$ cat src/rtl/reg_write_seq_pkg.sv
// Shared defaults and the write-queue record for the register write sequencer.
package reg_write_seq_pkg;

  localparam int WIDTH_DEF = 16;
  localparam int NREGS_DEF = 2;
  localparam int DEPTH_DEF = 4;
  localparam int ADDR_W    = 3;
  localparam int BE_W      = 2;

  // Record at the default width; modules with a non-default WIDTH declare the same layout locally.
  typedef struct packed {
    logic [ADDR_W-1:0]    addr;
    logic [WIDTH_DEF-1:0] data;
    logic [BE_W-1:0]      be;
  } wr_entry_t;

endpackage

$ cat src/rtl/sync_fifo.sv
// Circular synchronous FIFO with power-of-two depth; pointers wrap naturally.
module sync_fifo
  import reg_write_seq_pkg::*;
#(
  parameter int W     = 8,
  parameter int DEPTH = DEPTH_DEF
) (
  input  logic         clock,
  input  logic         reset,
  input  logic         push,
  input  logic         pop,
  input  logic [W-1:0] din,
  output logic [W-1:0] dout,
  output logic         full,
  output logic         empty
);

  localparam int AW = $clog2(DEPTH);

  logic [W-1:0]  mem [DEPTH];
  logic [AW-1:0] wr_ptr;
  logic [AW-1:0] rd_ptr;
  logic [AW:0]   count;
  logic          do_push;
  logic          do_pop;

  assign full    = (count == (AW+1)'(DEPTH));
  assign empty   = (count == '0);
  assign do_push = push & ~full;
  assign do_pop  = pop & ~empty;
  assign dout    = mem[rd_ptr];

  always_ff @(posedge clock or negedge reset) begin
    if (!reset) begin
      wr_ptr <= '0;
      rd_ptr <= '0;
      count  <= '0;
    end else begin
      if (do_push) wr_ptr <= wr_ptr + 1'b1;
      if (do_pop)  rd_ptr <= rd_ptr + 1'b1;
      case ({do_push, do_pop})
        2'b10:   count <= count + 1'b1;
        2'b01:   count <= count - 1'b1;
        default: count <= count;
      endcase
    end
  end

  // Storage needs no reset: the pointers alone decide which slots are live.
  always_ff @(posedge clock) begin
    if (do_push) mem[wr_ptr] <= din;
  end

endmodule

$ cat src/rtl/reg_write_seq.sv
// Queued byte-enabled register writer: requests are buffered, then applied one per edge.
module reg_write_seq
  import reg_write_seq_pkg::*;
#(
  parameter int WIDTH = WIDTH_DEF,
  parameter int NREGS = NREGS_DEF,
  parameter int DEPTH = DEPTH_DEF
) (
  input  logic                   clock,
  input  logic                   reset,
  input  logic                   wr_valid,
  output logic                   wr_ready,
  input  logic [2:0]             wr_addr,
  input  logic [WIDTH-1:0]       wr_data,
  input  logic [1:0]             wr_be,
  output logic [NREGS*WIDTH-1:0] r_out,
  output logic                   busy,
  output logic                   addr_err
);

  typedef struct packed {
    logic [ADDR_W-1:0] addr;
    logic [WIDTH-1:0]  data;
    logic [BE_W-1:0]   be;
  } entry_t;

  localparam int EW = $bits(entry_t);
  localparam logic [ADDR_W:0] NREGS_LIM = (ADDR_W+1)'(NREGS);

  // Handshake: a request transfers on a rising edge where wr_valid and wr_ready are
  // both 1; wr_ready is a function of registered state only, never of wr_valid.
  entry_t           in_entry;
  entry_t           head;
  logic [EW-1:0]    head_bits;
  logic             full;
  logic             empty;
  logic             push;
  logic             pop;
  logic             ready_en;
  logic             addr_ok;
  logic [WIDTH-1:0] mask;
  logic [WIDTH-1:0] regs [NREGS];

  assign in_entry = '{addr: wr_addr, data: wr_data, be: wr_be};
  assign head     = entry_t'(head_bits);
  assign wr_ready = ready_en & ~full;
  assign push     = wr_valid & wr_ready;
  assign pop      = ~empty;
  assign busy     = ~empty;
  assign addr_ok  = ({1'b0, head.addr} < NREGS_LIM);

  sync_fifo #(.W(EW), .DEPTH(DEPTH)) u_fifo (
    .clock (clock),
    .reset (reset),
    .push  (push),
    .pop   (pop),
    .din   (EW'(in_entry)),
    .dout  (head_bits),
    .full  (full),
    .empty (empty)
  );

  // Bits above 15 have no enable and always keep their value.
  always_comb begin
    mask = '0;
    for (int b = 0; b < WIDTH; b++) begin
      mask[b] = (b < 16) && head.be[b[3]];
    end
  end

  always_ff @(posedge clock or negedge reset) begin
    if (!reset) begin
      ready_en <= 1'b0;
      addr_err <= 1'b0;
    end else begin
      ready_en <= 1'b1;
      addr_err <= pop & ~addr_ok;
    end
  end

  for (genvar i = 0; i < NREGS; i++) begin : g_reg
    always_ff @(posedge clock or negedge reset) begin
      if (!reset) begin
        regs[i] <= '0;
      end else if (pop && head.addr == ADDR_W'(i)) begin
        regs[i] <= (regs[i] & ~mask) | (head.data & mask);
      end
    end
    assign r_out[WIDTH*(NREGS-1-i) +: WIDTH] = regs[i];
  end

endmodule

$ cat config.mk
export PLATFORM = sky130hd
export DESIGN_NAME = reg_write_seq
export DESIGN_NICKNAME = d
export VERILOG_FILES = /design/src/rtl/reg_write_seq_pkg.sv /design/src/rtl/sync_fifo.sv /design/src/rtl/reg_write_seq.sv
export SDC_FILE = /design/constraint.sdc
export NUM_CORES = 1
export LEC_CHECK = 0
export CAP_MARGIN = 20
export CORE_MARGIN = 4
export CORE_UTILIZATION = 45
export CTS_BUF_LIST = sky130_fd_sc_hd__clkbuf_16
export CTS_CLUSTER_DIAMETER = 150
export CTS_CLUSTER_SIZE = 24
export DETAILED_ROUTE_END_ITERATION = 12
export PLACE_DENSITY = 0.75
export SYNTH_ARGS = -nofsm -noshare
export SYNTH_HDL_FRONTEND = slang
export SYNTH_SLANG_ARGS = --single-unit
$ cat constraint.sdc
create_clock -name clock -period 1.9 [get_ports clock]
set_input_delay 0.38 -clock clock [delete_from_list [all_inputs] [get_ports clock]]
set_output_delay 0.38 -clock clock [all_outputs]
set_load 0.01 [all_outputs]
Word-level counts from Yosys, hierarchy flattened
Memory sizes are Yosys's and may differ from the RTL's.
Cells that the tools add are included.

word-level totals
  bits in writable memories = 84
  output and inout bits = 35
  register bits = 41
  logic and storage cells = 38
  memories = 1
  bits of input ports = 24

cells by class
  multiplexer cells = 3
  bitwise logic cells = 13
  eq/ne operators = 4
  reductions and logical operators = 5
  add/subtract/negate cells = 4
  order comparisons = 1

memories
  memory      words  width  rd ports  clocked after Yosys merged registers in  wr ports  RTL line         RTL
  u_fifo.mem  4      21     1         0                                        1         sync_fifo.sv:20  logic [W-1:0] mem [DEPTH];

operators by type and width
  kind                   number
  $and A16 B16 Y16       3
  $or A16 B16 Y16        2
  $not A16 Y16           1
  $logic_not A3 Y1       2
  $pmux W3 S2            1
  $add A2 B1 Y2 const B  2
  $and A1 B1 Y1          4
  $add A3 B1 Y3 const B  1
  $eq A3 B1 Y1 const B   1
  $eq A3 B3 Y1 const B   1
  $lt A3 B2 Y1 const B   1
  $not A1 Y1             3
  $sub A3 B1 Y3 const B  1
  $eq A2 B1 Y1 const B   1
  $eq A2 B2 Y1 const B   1
  $logic_and A1 B1 Y1    2
  $mux W1                2
  $reduce_bool A2 Y1     1

Depth between registers and ports, before layout
Gate-level depths: netlist of the first run.

  depth in word-level cells = 7
  gate-level depth with buffers = 7
  depth with buffers taken out = 6

Cells and area by module
Synthesis of the first run repeated with hierarchy kept, for this count alone.

unflattened totals
  cell total of the unflattened synthesis = 227
  area, all modules = 4803.4 um^2

by module, submodules not included
  module         area an instance (um^2)  sequential area each (um^2)  cells an instance  instances
  sync_fifo      3492.1                   2697.6                       148                1
  reg_write_seq  1311.3                   850.8                        79                 1

Worst setup path before layout of the first run
No wires, ideal clock.

  kind = reg-to-reg
  from = register u_fifo.rd_ptr[0]
  to = register with a tool-made name
  clock period less this slack = 1.966 ns
  path buffers = 1
  data required time = 1.775 ns
  data arrival time = 1.841 ns
  slack = -0.066 ns
  library setup time = 0.125 ns
  stages on the path, launching flop included = 6
  cell sequence = dfrtp_1 buf_6 nor4b_2 o41ai_4 nor3b_4 mux2_4

RTL lines
  element                 RTL line         RTL
  start, declared         sync_fifo.sv:22  logic [AW-1:0] rd_ptr;
  start signal, assigned  sync_fifo.sv:40  if (do_pop) rd_ptr <= rd_ptr + 1'b1;

==> impl_metrics.yaml, run 1 <==
run_status:
  status: "complete, but fails checks"
  violations: "setup timing"
logic_synthesis:
  synth_fp_nets: 262
  synth_area_mm2: 0.00486
  ys_seq_elements: 125
  ys_types: 39
  async_reset_ff_frac: 0.328
  syn_avg_cell_area_um2: 20.9
  seq_area_frac_synth: 0.730
  yosys_warnings: 0
  ys.flop_type: "edfxtp_1"
  synth_cells: 233
  synth-edff-count: 84
clock_network:
  cts_tree: "yes"
  root_buffer: "clkbuf_16"
  h-tree-depth: 4
  cts_sinks: 125
  clockBufferDepth: 2
  clk_pin_slew_worst_paths_ns: 0.06
  clk_latency_ns: 0.40
  cts-buffers-inserted: 17
cells_and_area:
  utilization: 0.640
  mostFrequentLayoutCells: "84 x edfxtp_1, 55 x clkdlybuf4s50_1, 39 x dfrtp_1"
  antennaDiodeCount: 0
  drive_above_1_share: 0.368
  num-nets-final: 361
  final_common_cell: "edfxtp_1"
  final_cell_area_mm2: 0.00667
  areaGrowthSynthToFinish_pct: 37.1
  final_cells: 481
critical_path:
  critPathTopFamily: "flip-flops"
  crit_path_frequent_cell: "buf_6"
  cp.arrival_ns: 2.29
  cp_cell_sequence: "and4bb_2 > o41ai_4 > buf_6 > buf_6 > nor2_4 > buf_12 > mux2_1"
  slowest_stage: "dfrtp_2"
  slowest_delay_ns: 0.50
  crit_path_start_kind: "flop"
  critPathRequiredTime_ns: 2.18
  end_kind: "flop"
  path_class: "flop to flop"
  crit_path_max_fanout: 8
  critPathBufInv: 3
flow_run:
  drv_cap: 0
global_routing:
  grt_pass1_wl_um: 15700
  grt_max_degree: 26
  overflow: 0
  antenna_found_initial: 0
  track_usage: 0.164
  first_global_vias: 2829
die:
  std_cell_rows: 37
  die-area_mm2: 0.0125
  boundaryPins: 59
  die_width_um: 112
  coreArea_mm2: 0.0104
  die_y_um: 112
  initial_core_util: 0.467
route:
  drtIter0Drc: 120
  vias: 2516
  drt_wl_total_um: 9720
  avgRoutedWirePerCell_um: 20.2
  ant_nets: 0
  firstDrtPassIters: 4
  via_per_inst: 5.23
  drc: 0
timing:
  finalCritPeriodShare: 1.06
  slew_viol_final: 0
  setup_ws_ns: -0.109
  fin_skew_ns: 0.00648
  hold_violations: 0
  finalSetupViolCount: 32
  finalCriticalPeriod_ns: 2.01
  max_freq_mhz: 498
  rsz0062_at_grt: "true"
  hold_slack_ns: 0.475
power:
  switchingPower_mw: 3.07
  leakage_nw: 2.49
  vdd_drop_max_uv: 953
  pwr_density_cell_mw_per_mm2: 1670
  clkPwrFrac: 0.314
  switching_share: 0.276
  pwr-share-comb: 0.332
  intPower_mw: 8.08
  pwr-share-seq: 0.354
place:
  dp_hpwl_um: 5880
  numPortBuffers: 58
  place_inst: 443
  globalplace.congestion: 0.775
  place_area_mm2: 0.00582
worst_hold_path:
  min-delay-path-class: "input port to async pin"
worst register-to-register path: cells and delay by family (launching register included):
kind / cells / cell delay [ns]
flops: 1 / 0.50
buf+inv: 3 / 0.42
simple gates: 2 / 0.34
compound gates: 1 / 0.33
mux: 1 / 0.31
cells by family (layout without fill, tap and decap cells):
family	after synthesis	in the layout	share of synthesized area
xor gates and xnor gates	3	3	0.00540
DFF	125	125	0.730
muxes	52	52	0.178
buffers and inverters	12	124	0.0126
and+or+nand+nor	23	23	0.0373
AOI/OAI and AO/OA	12	12	0.0216
other	1	1	0.000771
adders and majority gates	5	5	0.0144
per-stage QoR:
step	setup TNS (ns)	power, mW	setup slack [ns]
2_1_floorplan	-0.823	5.83	-0.0515
3_3_place_gp	-7.85	7.19	-0.265
3_5_place_dp	-9.90	7.31	-0.343
4_1_cts	-2.97	11.1	-0.115
5_1_grt	-4.37	11.7	-0.160
6_report	-2.65	11.1	-0.109
power groups by stage:
stage	logic, mW	registers [mW]	clock network (mW)
6_report	3.70	3.95	3.50
5_1_grt	3.94	4.03	3.68
4_1_cts	3.57	3.93	3.56
3_5_place_dp	3.37	3.94	0
3_3_place_gp	3.28	3.91	0
2_1_floorplan	1.79	4.05	0
worst paths after layout:
check / startpoint / end / slack [ns] / cells past startpoint
hold / removal: reset / async pin / 0.48 / 2
setup / recovery: u_fifo.rd_ptr[0] / flop / -0.11 / 7
max in group asynchronous: reset / async pin / 0.93 / 3
hold reg to reg: flop / flop / 0.49 / 1
min in group clock: flop / flop / 0.49 / 1
setup reg to reg: u_fifo.rd_ptr[0] / flop / -0.11 / 7
layout make-up:
cell class | instances | area (µm²)
Clock buffer | 17 | 425
Clock inverter | 15 | 218
Fill cell | 728 | 3750
Inverter | 5 | 18.8
Multi-Input combinational cell | 96 | 1370
Sequential cell | 125 | 3550
Tap cell | 136 | 170
Timing Repair Buffer | 87 | 918
cells in the mapped netlist (2+ instances only):
cell      number  area (µm²)
nor2_2         2        12.5
mux2_1        16         180
nor3b_4        2        37.5
nor4b_2        2        30.0
mux4_1         2        52.6
edfxtp_1      84        2520
inv_1          4        15.0
ha_1           4        50.1
a21oi_1        4        20.0
nand2_1        3        11.3
dfrtp_1       41        1030
mux4_2        17         383
and3_1         4        25.0
nor2_1         4        15.0
xnor2_1        2        17.5
buf_2          4        20.0
mux2_4        16         240
what timing repair did:
item	CTS	global route
hold buffers	1	0
gates resized for setup	17	16
endpoints found under the hold margin	16	0
pin swaps	5	3
cloned	0	0
buffers inserted	3	3
endpoints found under the setup margin	34	35
per-layer routing:
layer	share of wire	routed length, µm	GRT usage	up-vias
met4	0.015	146	0.0601	0
met1	0.43	4150	0.206	1320
met3	0.037	357	0.0451	11
li1	-	-	-	1127
met5	0	0	0	-
met2	0.52	5070	0.276	58
No activity file was read; power rests on OpenSTA's default activity.
==> run 2, diff against run 1 <==
- CORE_UTILIZATION: 45 -> 50
- PLACE_DENSITY: 0.75 -> 0.82
==> run 2 against run 1 <==
Against the previous run: the run still ends with setup timing left; cell count is 0.21% lower; die area decreased by 9.3%; critical path type unchanged; via count is 2.5% higher; core utilization increased by 7.0 points; largest cell class unchanged; global-route usage increased by 3.2 points; largest power group unchanged.
==> impl_metrics.yaml, run 2 (same netlist as run 1, synthesis figures left out) <==
global_routing:
  first_global_vias: 2822
  grt_max_degree: 26
  overflow: 0
  track_usage: 0.196
  antenna_found_initial: 1
  grt_pass1_wl_um: 16200
run_status:
  status: "complete, but fails checks"
  violations: "setup timing"
cells_and_area:
  drive_above_1_share: 0.368
  areaGrowthSynthToFinish_pct: 36.8
  utilization: 0.710
  mostFrequentLayoutCells: "84 x edfxtp_1, 55 x clkdlybuf4s50_1, 39 x dfrtp_1"
  antennaDiodeCount: 0
  num-nets-final: 367
  final_cell_area_mm2: 0.00666
  final_common_cell: "edfxtp_1"
clock_network:
  root_buffer: "clkbuf_16"
  clockBufferDepth: 2
  cts-buffers-inserted: 17
  cts_tree: "yes"
  h-tree-depth: 4
  clk_latency_ns: 0.40
  cts_sinks: 125
  clk_pin_slew_worst_paths_ns: 0.06
place:
  globalplace.congestion: 0.758
  place_area_mm2: 0.00585
  numPortBuffers: 58
  pre_cts_slack_ns: -0.431
  dp_hpwl_um: 6180
die:
  die_width_um: 107
  boundaryPins: 59
  initial_core_util: 0.519
  die-area_mm2: 0.0114
  coreArea_mm2: 0.00937
  die_y_um: 107
  std_cell_rows: 35
power:
  power_mw: 11.1
  pwr_density_cell_mw_per_mm2: 1670
  leakage_nw: 2.51
  vdd_drop_max_uv: 698
critical_path:
  crit_path_start_kind: "flop"
  end_kind: "flop"
  reg2reg_depth: 6
  reg2reg_from: "u_fifo.rd_ptr[1]"
  path_class: "flop to flop"
  cp.arrival_ns: 2.33
  critPathRequiredTime_ns: 2.19
  worstSetupStartpoint: "u_fifo.rd_ptr[1]"
  crit_path_max_fanout: 8
timing:
  finalCriticalPeriod_ns: 2.04
  rsz0062_at_grt: "true"
  hold_violations: 0
  finalSetupViolCount: 33
  hold_slack_ns: 0.476
  slew_viol_final: 0
  finalCritPeriodShare: 1.07
  setup_ws_ns: -0.141
  fin_skew_ns: 0.00610
  max_freq_mhz: 490
route:
  vias: 2580
  firstDrtPassIters: 4
  drc: 0
  ant_nets: 0
  avgRoutedWirePerCell_um: 21.5
  drtIter0Drc: 170
  via_per_inst: 5.38
  drt_wl_total_um: 10300
worst_hold_path:
  min-delay-path-class: "input port to async pin"
flow_run:
  drv_cap: 0
run 2: where the power goes:
group,switching [mW],total (mW),internal (mW)
combinational,1.61,3.87,2.26
sequential,0.386,3.96,3.57
clock,1.10,3.27,2.17
total,3.09,11.1,8.00
run 2: worst max-delay path, cell delays in order, from the launching register on:
cell and delay (ns):
dfrtp_2 0.49, nor4b_4 0.40, o41ai_4 0.16, buf_4 0.16, nor3b_4 0.24, buf_12 0.17
mux2_4 0.30
run 2: final cells by class:
type | instances | area, µm²
sequential | 125 | 3550
fill | 579 | 2720
multi-input combinational | 96 | 1360
timing repair buffer | 93 | 953
clock buffer | 17 | 425
clock inverter | 15 | 181
tap | 129 | 161
inverter | 5 | 18.8
run 2: what timing repair did:
action / in CTS / in global routing
hold buffers: 1 / 0
hold endpoints to repair: 16 / 0
setup endpoints to repair: 34 / 34
setup buffers: 13 / 9
gates resized for setup: 20 / 7
pin swaps: 8 / 3
run 2: worst paths after layout:
kind / slack (ns) / end
max: -0.14 / flop
min in group clock: 0.48 / flop
min reg2reg: 0.48 / flop
min: 0.48 / async pin
max in group asynchronous: 0.93 / async pin
max reg2reg: -0.14 / flop
run 2: per-stage QoR:
stage / setup TNS [ns] / instances
2_1_floorplan: -0.823 / 233
3_3_place_gp: -9.18 / 438
3_5_place_dp: -11.88 / 438
4_1_cts: -2.28 / 478
5_1_grt: -5.78 / 480
6_report: -3.72 / 480
run 2: metal layers:
metal	track usage	vias to the layer above	share of wire
li1	-	1137	-
met2	0.334	81	0.52
met5	0	-	0.0013
met3	0.0542	23	0.043
met4	0.0849	2	0.026
met1	0.235	1337	0.41
